**src/rtl/risc32_consts.sv**
```systemverilog
// Shared constants for the risc32 core: stall polarity, pipe-stage modes,
// default bubble word and the pipe-stage action encoding.
package risc32_consts;

    localparam logic STOP    = 1'b1;
    localparam logic NO_STOP = 1'b0;

    localparam int PIPE_MODE_STALL = 0;
    localparam int PIPE_MODE_SKID  = 1;

    localparam logic [63:0] BUBBLE_WORD = 64'h0;
    localparam int          PERF_CNT_W  = 16;

    typedef enum logic [1:0] {
        PIPE_CAPTURE,
        PIPE_BUBBLE,
        PIPE_HOLD,
        PIPE_FLUSH
    } pipe_action_e;

    // Flush wins; a stopped stage with a running successor must emit a bubble.
    function automatic pipe_action_e stall_action(input logic flush,
                                                  input logic stall_self,
                                                  input logic stall_next);
        if (flush)
            return PIPE_FLUSH;
        else if (stall_self == NO_STOP)
            return PIPE_CAPTURE;
        else if (stall_next == NO_STOP)
            return PIPE_BUBBLE;
        else
            return PIPE_HOLD;
    endfunction

endpackage

```
**src/rtl/risc32_sat_counter.sv**
```systemverilog
// Saturating up-counter with synchronous clear; clear beats increment.
module risc32_sat_counter #(
    parameter int W = 16
) (
    input  logic         clk,
    input  logic         rst,
    input  logic         clr,
    input  logic         inc,
    output logic [W-1:0] cnt
);

    // NOTE: sequential state uses non-blocking assignments so every flop
    // samples the pre-edge value regardless of process evaluation order.
    always_ff @(posedge clk or posedge rst) begin
        if (rst)
            cnt <= '0;
        else if (clr)
            cnt <= '0;
        else if (inc && (cnt != '1))
            cnt <= cnt + 1'b1;
    end

endmodule

```
**src/rtl/risc32_pipe_stage.sv**
```systemverilog
// Parametrised inter-stage pipeline register: stall-vector mode with bubble
// insertion, or valid/ready mode with a 2-entry skid buffer.
module risc32_pipe_stage
    import risc32_consts::*;
#(
    parameter int                DATA_W  = 64,
    parameter int                STALL_W = 6,
    parameter int                STAGE   = 2,
    parameter int                MODE    = PIPE_MODE_STALL,
    parameter logic [DATA_W-1:0] BUBBLE  = DATA_W'(BUBBLE_WORD),
    parameter int                CNT_W   = PERF_CNT_W
) (
    input  logic               clk,
    input  logic               rst,
    input  logic [STALL_W-1:0] stall_i,
    input  logic               flush_i,
    input  logic [DATA_W-1:0]  data_i,
    input  logic               valid_i,
    input  logic               next_ds_i,
    output logic               in_ready_o,
    output logic [DATA_W-1:0]  data_o,
    output logic               valid_o,
    output logic               ds_o,
    input  logic               out_ready_i,
    input  logic               cnt_clr_i,
    output logic [CNT_W-1:0]   bubble_cnt_o,
    output logic [CNT_W-1:0]   hold_cnt_o
);

    logic [DATA_W-1:0] data_q;
    logic              valid_q;
    logic              ds_q;
    logic              bubble_inc;
    logic              hold_inc;

    generate
        if (MODE == PIPE_MODE_STALL) begin : g_stall
            pipe_action_e action;
            logic         unused_inputs;

            // NOTE: a combinational block assigns its output on every path,
            // otherwise synthesis infers a latch.
            always_comb begin
                action = stall_action(flush_i, stall_i[STAGE], stall_i[STAGE+1]);
            end

            always_ff @(posedge clk or posedge rst) begin
                if (rst) begin
                    data_q  <= BUBBLE;
                    valid_q <= 1'b0;
                    ds_q    <= 1'b0;
                end else begin
                    case (action)
                        PIPE_FLUSH: begin
                            data_q  <= BUBBLE;
                            valid_q <= 1'b0;
                            ds_q    <= 1'b0;
                        end
                        // The delay-slot flag survives the bubble.
                        PIPE_BUBBLE: begin
                            data_q  <= BUBBLE;
                            valid_q <= 1'b0;
                            ds_q    <= next_ds_i;
                        end
                        PIPE_CAPTURE: begin
                            data_q  <= data_i;
                            valid_q <= valid_i;
                            ds_q    <= next_ds_i;
                        end
                        default: ;
                    endcase
                end
            end

            assign in_ready_o    = 1'b1;
            assign bubble_inc    = (action == PIPE_BUBBLE);
            assign hold_inc      = (action == PIPE_HOLD);
            assign unused_inputs = ^{stall_i, out_ready_i};
        end else begin : g_skid
            logic [DATA_W-1:0] skid_data;
            logic              skid_ds;
            logic              skid_valid;
            logic              in_ready_q;
            logic              push;
            logic              pop;
            logic              unused_inputs;

            assign push = valid_i & in_ready_q;
            assign pop  = valid_q & out_ready_i;

            always_ff @(posedge clk or posedge rst) begin
                if (rst || flush_i) begin
                    data_q     <= BUBBLE;
                    valid_q    <= 1'b0;
                    ds_q       <= 1'b0;
                    skid_data  <= BUBBLE;
                    skid_ds    <= 1'b0;
                    skid_valid <= 1'b0;
                    in_ready_q <= 1'b1;
                end else if (!valid_q) begin
                    if (push) begin
                        data_q  <= data_i;
                        ds_q    <= next_ds_i;
                        valid_q <= 1'b1;
                    end
                end else if (pop) begin
                    // in_ready_q is low whenever skid is full, so no push here.
                    if (skid_valid) begin
                        data_q     <= skid_data;
                        ds_q       <= skid_ds;
                        skid_valid <= 1'b0;
                        in_ready_q <= 1'b1;
                    end else if (push) begin
                        data_q <= data_i;
                        ds_q   <= next_ds_i;
                    end else begin
                        data_q  <= BUBBLE;
                        ds_q    <= 1'b0;
                        valid_q <= 1'b0;
                    end
                end else if (push) begin
                    skid_data  <= data_i;
                    skid_ds    <= next_ds_i;
                    skid_valid <= 1'b1;
                    in_ready_q <= 1'b0;
                end
            end

            assign in_ready_o    = in_ready_q;
            assign bubble_inc    = !flush_i && !valid_q;
            assign hold_inc      = !flush_i && valid_q && !out_ready_i;
            assign unused_inputs = ^stall_i;
        end
    endgenerate

    assign data_o  = data_q;
    assign valid_o = valid_q;
    assign ds_o    = ds_q;

    risc32_sat_counter #(.W(CNT_W)) u_bubble_cnt (
        .clk (clk),
        .rst (rst),
        .clr (cnt_clr_i),
        .inc (bubble_inc),
        .cnt (bubble_cnt_o)
    );

    risc32_sat_counter #(.W(CNT_W)) u_hold_cnt (
        .clk (clk),
        .rst (rst),
        .clr (cnt_clr_i),
        .inc (hold_inc),
        .cnt (hold_cnt_o)
    );

endmodule

```
**config.mk**
```make
export PLATFORM = sky130hd
export DESIGN_NAME = risc32_pipe_stage
export DESIGN_NICKNAME = d
export VERILOG_FILES = /design/src/rtl/risc32_consts.sv /design/src/rtl/risc32_sat_counter.sv /design/src/rtl/risc32_pipe_stage.sv
export SDC_FILE = /design/constraint.sdc
export NUM_CORES = 1
export LEC_CHECK = 0
export ABC_AREA = 1
export CAP_MARGIN = 15
export CORE_ASPECT_RATIO = 0.9
export CORE_MARGIN = 4
export CORE_UTILIZATION = 50
export DETAILED_ROUTE_END_ITERATION = 8
export DONT_BUFFER_PORTS = 1
export SLEW_MARGIN = 15
export SYNTH_ARGS = -nofsm -noshare
export SYNTH_HDL_FRONTEND = slang
export SYNTH_HIERARCHICAL = 1
export SYNTH_SLANG_ARGS = --single-unit
```
**constraint.sdc**
```tcl
create_clock -name clk -period 2.73 [get_ports clk]
set_input_delay 0.546 -clock clk [delete_from_list [all_inputs] [get_ports clk]]
set_output_delay 0.546 -clock clk [all_outputs]
set_load 0.02 [all_outputs]
```
# Yosys cells after proc, flatten, opt, wreduce, memory -nomap -nowiden
# Cells that the tools add are included.
# op_classes
addsub	2
n_eq_ne	5
n_mux	10
n_reduce_logical	9
# ops
operator	n
64-bit one-hot mux with 2 select lines	1
16-bit 2-to-1 mux	4
16-bit by 1-bit adder with 16-bit output, second input constant	2
16-bit inequality test, second input constant	2
2-bit nonzero test	4
2-bit 2-to-1 mux	3
2-bit equality test, second input constant	2
1-bit one-hot mux with 2 select lines	2
2-bit OR reduction	2
2-bit by 1-bit equality test with 1-bit output, second input constant	1
1-bit logical AND	2
2-bit logical NOT	1
# totals
regBits	98
inputBits	77
out_inout_bits	99
word_cells	31

# Longest topological paths before layout
# logic_depth
ltp_word	7
mapped_depth	11
mapped_depth_nobuf	9

# Modules after synthesis
# Netlist, hierarchy kept.
# by_module_without_submodules
mod	instances	cells_per_inst	area_per_inst_um2	seq_area_each_um2
risc32_pipe_stage	1	302	2830.2	1651.6
risc32_sat_counter	2	159	1083.5	400.4

# Worst setup path after synthesis
# Ideal clock, no wire load.
# synth_timing
path_kind	in2reg
from	input stall_i[3]
to	register u_bubble_cnt.cnt[12]
setup_ns	0.066
arrival_ns	1.765
required_time_ns	2.664
setup_slack_ns	0.899
stages	8
path_buffers	3
cell_sequence	buf_2 clkbuf_1 nor3b_1 inv_1 nor2_2 buf_2 nand4_1 nand2_1
# synth_via
elab_chain_cells	6
# synth_rtl
item	line_no	rtl
start: declaration	risc32_pipe_stage.sv:15	input logic [STALL_W-1:0] stall_i,
2-bit 2-to-1 mux	risc32_consts.sv:29	else if (stall_next == NO_STOP)
2-bit 2-to-1 mux	risc32_consts.sv:27	else if (stall_self == NO_STOP)
2-bit 2-to-1 mux	risc32_consts.sv:25	if (flush)
2-bit by 1-bit equality test with 1-bit output	risc32_pipe_stage.sv:76	assign bubble_inc = (action == PIPE_BUBBLE);
net bubble_inc	risc32_pipe_stage.sv:33	logic bubble_inc;
1-bit logical AND	risc32_sat_counter.sv:19	else if (inc && (cnt != '1))
2-bit nonzero test (no line)	n/a	
end signal: assignment	risc32_sat_counter.sv:20	cnt <= cnt + 1'b1;
end: declaration	risc32_sat_counter.sv:9	output logic [W-1:0] cnt
# The timed path passes the listed nets, and every way through them passes these cells.
# A chain may end at the register's enable or synchronous reset.

# Final worst setup path
# layout_timing
from	register u_hold_cnt.cnt[0]
to	register u_hold_cnt.cnt[15]
# layout_via
elab_chain_cells	3
elab_cells_between_ends	6
classes_between	1 x add/sub; 1 x eq/ne; 2 x mux; 2 x reduce/logical
# layout_rtl
item	line_no
start: declaration	risc32_sat_counter.sv:9
start signal: assignment	risc32_sat_counter.sv:20
16-bit by 1-bit adder with 16-bit output or 16-bit inequality test (tied branches)	risc32_sat_counter.sv:20, risc32_sat_counter.sv:19
16-bit 2-to-1 mux or 1-bit logical AND (tied branches)	risc32_sat_counter.sv:19
16-bit 2-to-1 mux or 2-bit nonzero test (tied branches)	n/a
# Several ways; a longest one is shown, not always the timed one. The select of a mux whose other input is x is not followed.

==> summary.txt <==
CTS
  • CTS tree: done
  • Num CTS Buffers: 9
  • Setup repair bufs after CTS: 0
  • CTS H-tree lvls: 3
  • Clock-pin transition on the worst setup and hold timing paths: about 0.1 ns
  • Root Driver: clkbuf_8
  • Post-CTS sizing: 0
  • Max Root-Sink Buffers: 2
  • Hold_buf cts: 0
  • Clk sink count: 98
  • Worst skew pair latency: 0.36 ns

Power and ir drop
  • Peak VDD IR: about 0.27 mV
  • Leakage: 2.700 nW
  • PD cells: 511.3 mW/mm²

Finish
  • Diode count: 0
  • Layout area overhead: 2.103%
  • Layout Utilization: 0.5261
  • Non-filler cells, final: 729
  • Design area: approximately 0.0051 mm²
  • # fillers: 997
  • Number of nets in the layout: 677
  • Layout cells sized above 1: 0.06633

Route
  • DR vias: slightly above 4000
  • 1st-iter DRT viols: 327
  • Drt pass-1 iters: 4
  • Vias per inst: around 5.6
  • Routed WL: 12400 µm
  • Residual DRC: 0
  • WL/cell: between 15 and 20 µm
  • Routed Antenna Nets: 0

Synthesis
  • Top-count cell post-synth: nand2_1
  • Yosys cell types: 28
  • Most frequent cells after synthesis: nand2_1, dfrtp_1, nand4_1, inv_1, nor2_1
  • Total number of yosys warnings: 6
  • Cells after synthesis: 620
  • Syn_nets: 699
  • Main synth FF type: dfrtp_1
  • FF+latch count, synth: 98
  • Top cell type's share of synthesized area: 0.4907
  • Post-synthesis sequential area ratio: 0.4907
  • Syn Area/Cell: 8.060 µm²
  • Number of synthesized flops with an enable pin: 0
  • Ys async rst share: 1.000
  • Synth area leader: dfrtp_1
  • Dominant cells by area after synthesis: dfrtp_1, nand2_1, nand4_1
  • Synthesized area: about 0.0050 mm²

Global route
  • Vias in the first global route: 3872
  • Antenna violations before repair: 0
  • GRT Residual Overflow: 0
  • Total track usage: 0.2141
  • Largest net degree at the start of global routing: 70
  • First-pass GRT wire length: between 20000 and 25000 µm

Worst setup path
  • R2R Path Start: u_hold_cnt/cnt[0]
  • Critical path peak fanout: 14
  • Slowest stage delay, CP: 0.51 ns
  • Critical Path Sink Type: register
  • CP Class: reg2reg
  • Worst path cell trace: ha_1 -> nand2_2 -> nor2_8 -> nand2_4 -> nor2_4 -> nor2_2 -> nor2_4 -> nand2_1 -> nand2_1
  • Worst R2R End: u_hold_cnt/cnt[15]
  • Startpoint Class: register
  • Crit path DAT: 2.32 ns
  • Critical path's slowest cell: dfrtp_1
  • Worst r2r path cells: 9
  • Worst EP required: 2.97 ns
  • Worst R2R Setup Slack: 0.66 ns

Run status
  • Status: finished clean

Run
  • Max-cap violations: 0

Timing
  • Peak Freq: 0.4822 GHz
  • Setup TNS: 0 ns
  • Slew @ Worst Pin: around 0.82 ns
  • Min cycle time layout: 2.074 ns
  • Final Max Slew Viols: 0
  • Final setup vio count: 0
  • Max transition margin: 0.4517
  • Final worst setup slack: approximately 0.66 ns
  • RSZ-0062 raised after global routing: no
  • Skew final: approximately 0.012 ns
  • Tcrit/Tclk final: 0.7596
  • Fin. Hold Viols: 0

Placement
  • PortBufs: 0
  • Routability cong.: 0.8567
  • Placed cell area: 0.004926 mm²
  • Placed Instances: approximately 710
  • Pre-CTS setup slack: 0.6708 ns
  • Detailed placement HPWL: roughly 8500 µm

Die
  • Horiz. Die Dim: 113.4 µm
  • Die Y-Extent: 102.8 µm
  • Initial Util: 0.5152
  • IO Pins: between 150 and 200
  • FP Rows: 34
  • Die area: 0.01166 mm²
  • CORE AREA: 0.009699 mm²

Min path
  • HP Class: in2async
==> through the flow <==
step | power, mW | hold WS (ns)
3_5_place_dp | 1.780 | 0.5627
6_report | 2.609 | 0.1468
2_1_floorplan | 1.779 | 0.4597
5_1_grt | 2.737 | 0.1848
3_3_place_gp | 1.774 | 0.5513
4_1_cts | 2.659 | 0.1500
==> layer usage <==
layer	track usage	up-vias	part of all wire
met5	0	-	0
met1	0.2720	1937	0.41
met4	0.06562	0	0.015
met2	0.3488	144	0.48
li1	-	1985	-
met3	0.07512	14	0.094
==> registers in the layout (all words and copies together), names as in the netlist <==
name and cells:
ds_o 1, u_bubble_cnt/cnt 16, data_o 64, valid_o 1
u_hold_cnt/cnt 16
==> cell type report <==
type / instances / area, µm² / share of cell area
timing repair buffer: 4 / 42.54 / 0.008337
clock buffer: 10 / 127.6 / 0.02501
sequential: 98 / 2452 / 0.4806
tap: 126 / 157.7 / 0.03090
inverter: 38 / 142.6 / 0.02795
multi-input combinational: 447 / 2131 / 0.4176
clock inverter: 6 / 48.80 / 0.009564
==> cells in the final DEF (no fill, tap or decap), types with 7 or more instances in the layout <==
cell	count
nand2_1	260
dfrtp_1	98
nand4_1	88
nor2_1	33
inv_1	32
nand3_1	25
clkbuf_8	9
nor2_4	7
==> report_power, final <==
part           switching (mW)  leakage (nW)  internal [mW]
sequential              0.101          1.33           1.50
clock                   0.521        0.0852          0.343
combinational           0.108          1.29         0.0369
==> critical path, delay by kind of cell (launching register included) <==
family / cells / cell delay, ns
simple gates: 8 / 1.16
fa+ha+maj: 1 / 0.29
flops: 1 / 0.51
==> cell families (layout without fill, tap and decap cells) <==
family          Yosys count  after routing  share of synthesized area
flops                    98             98                     0.4907
compound gates            6              6                   0.006009
simple gates            430            430                     0.4006
xor+xnor                  8              8                    0.01402
other cells               1              1                  0.0007504
buf+inv                  75             58                    0.08287
fa+ha+maj                 2              2                   0.005007
==> how the worst max path moves through the flow <==
stage | slack, ns | end | depth (start not counted) | from
after floorplan | 0.53 | data_o[0] | 1 | rst
after global placement | 0.71 | u_bubble_cnt/cnt[13] | 9 | u_bubble_cnt/cnt[0]
after detailed placement | 0.67 | u_hold_cnt/cnt[2] | 9 | u_hold_cnt/cnt[0]
after CTS | 0.65 | u_hold_cnt/cnt[9] | 9 | u_hold_cnt/cnt[0]
after global routing | 0.54 | u_bubble_cnt/cnt[9] | 9 | u_bubble_cnt/cnt[0]
final | 0.66 | u_hold_cnt/cnt[15] | 9 | u_hold_cnt/cnt[0]
Note: power is estimated with default switching activity, not from simulation.
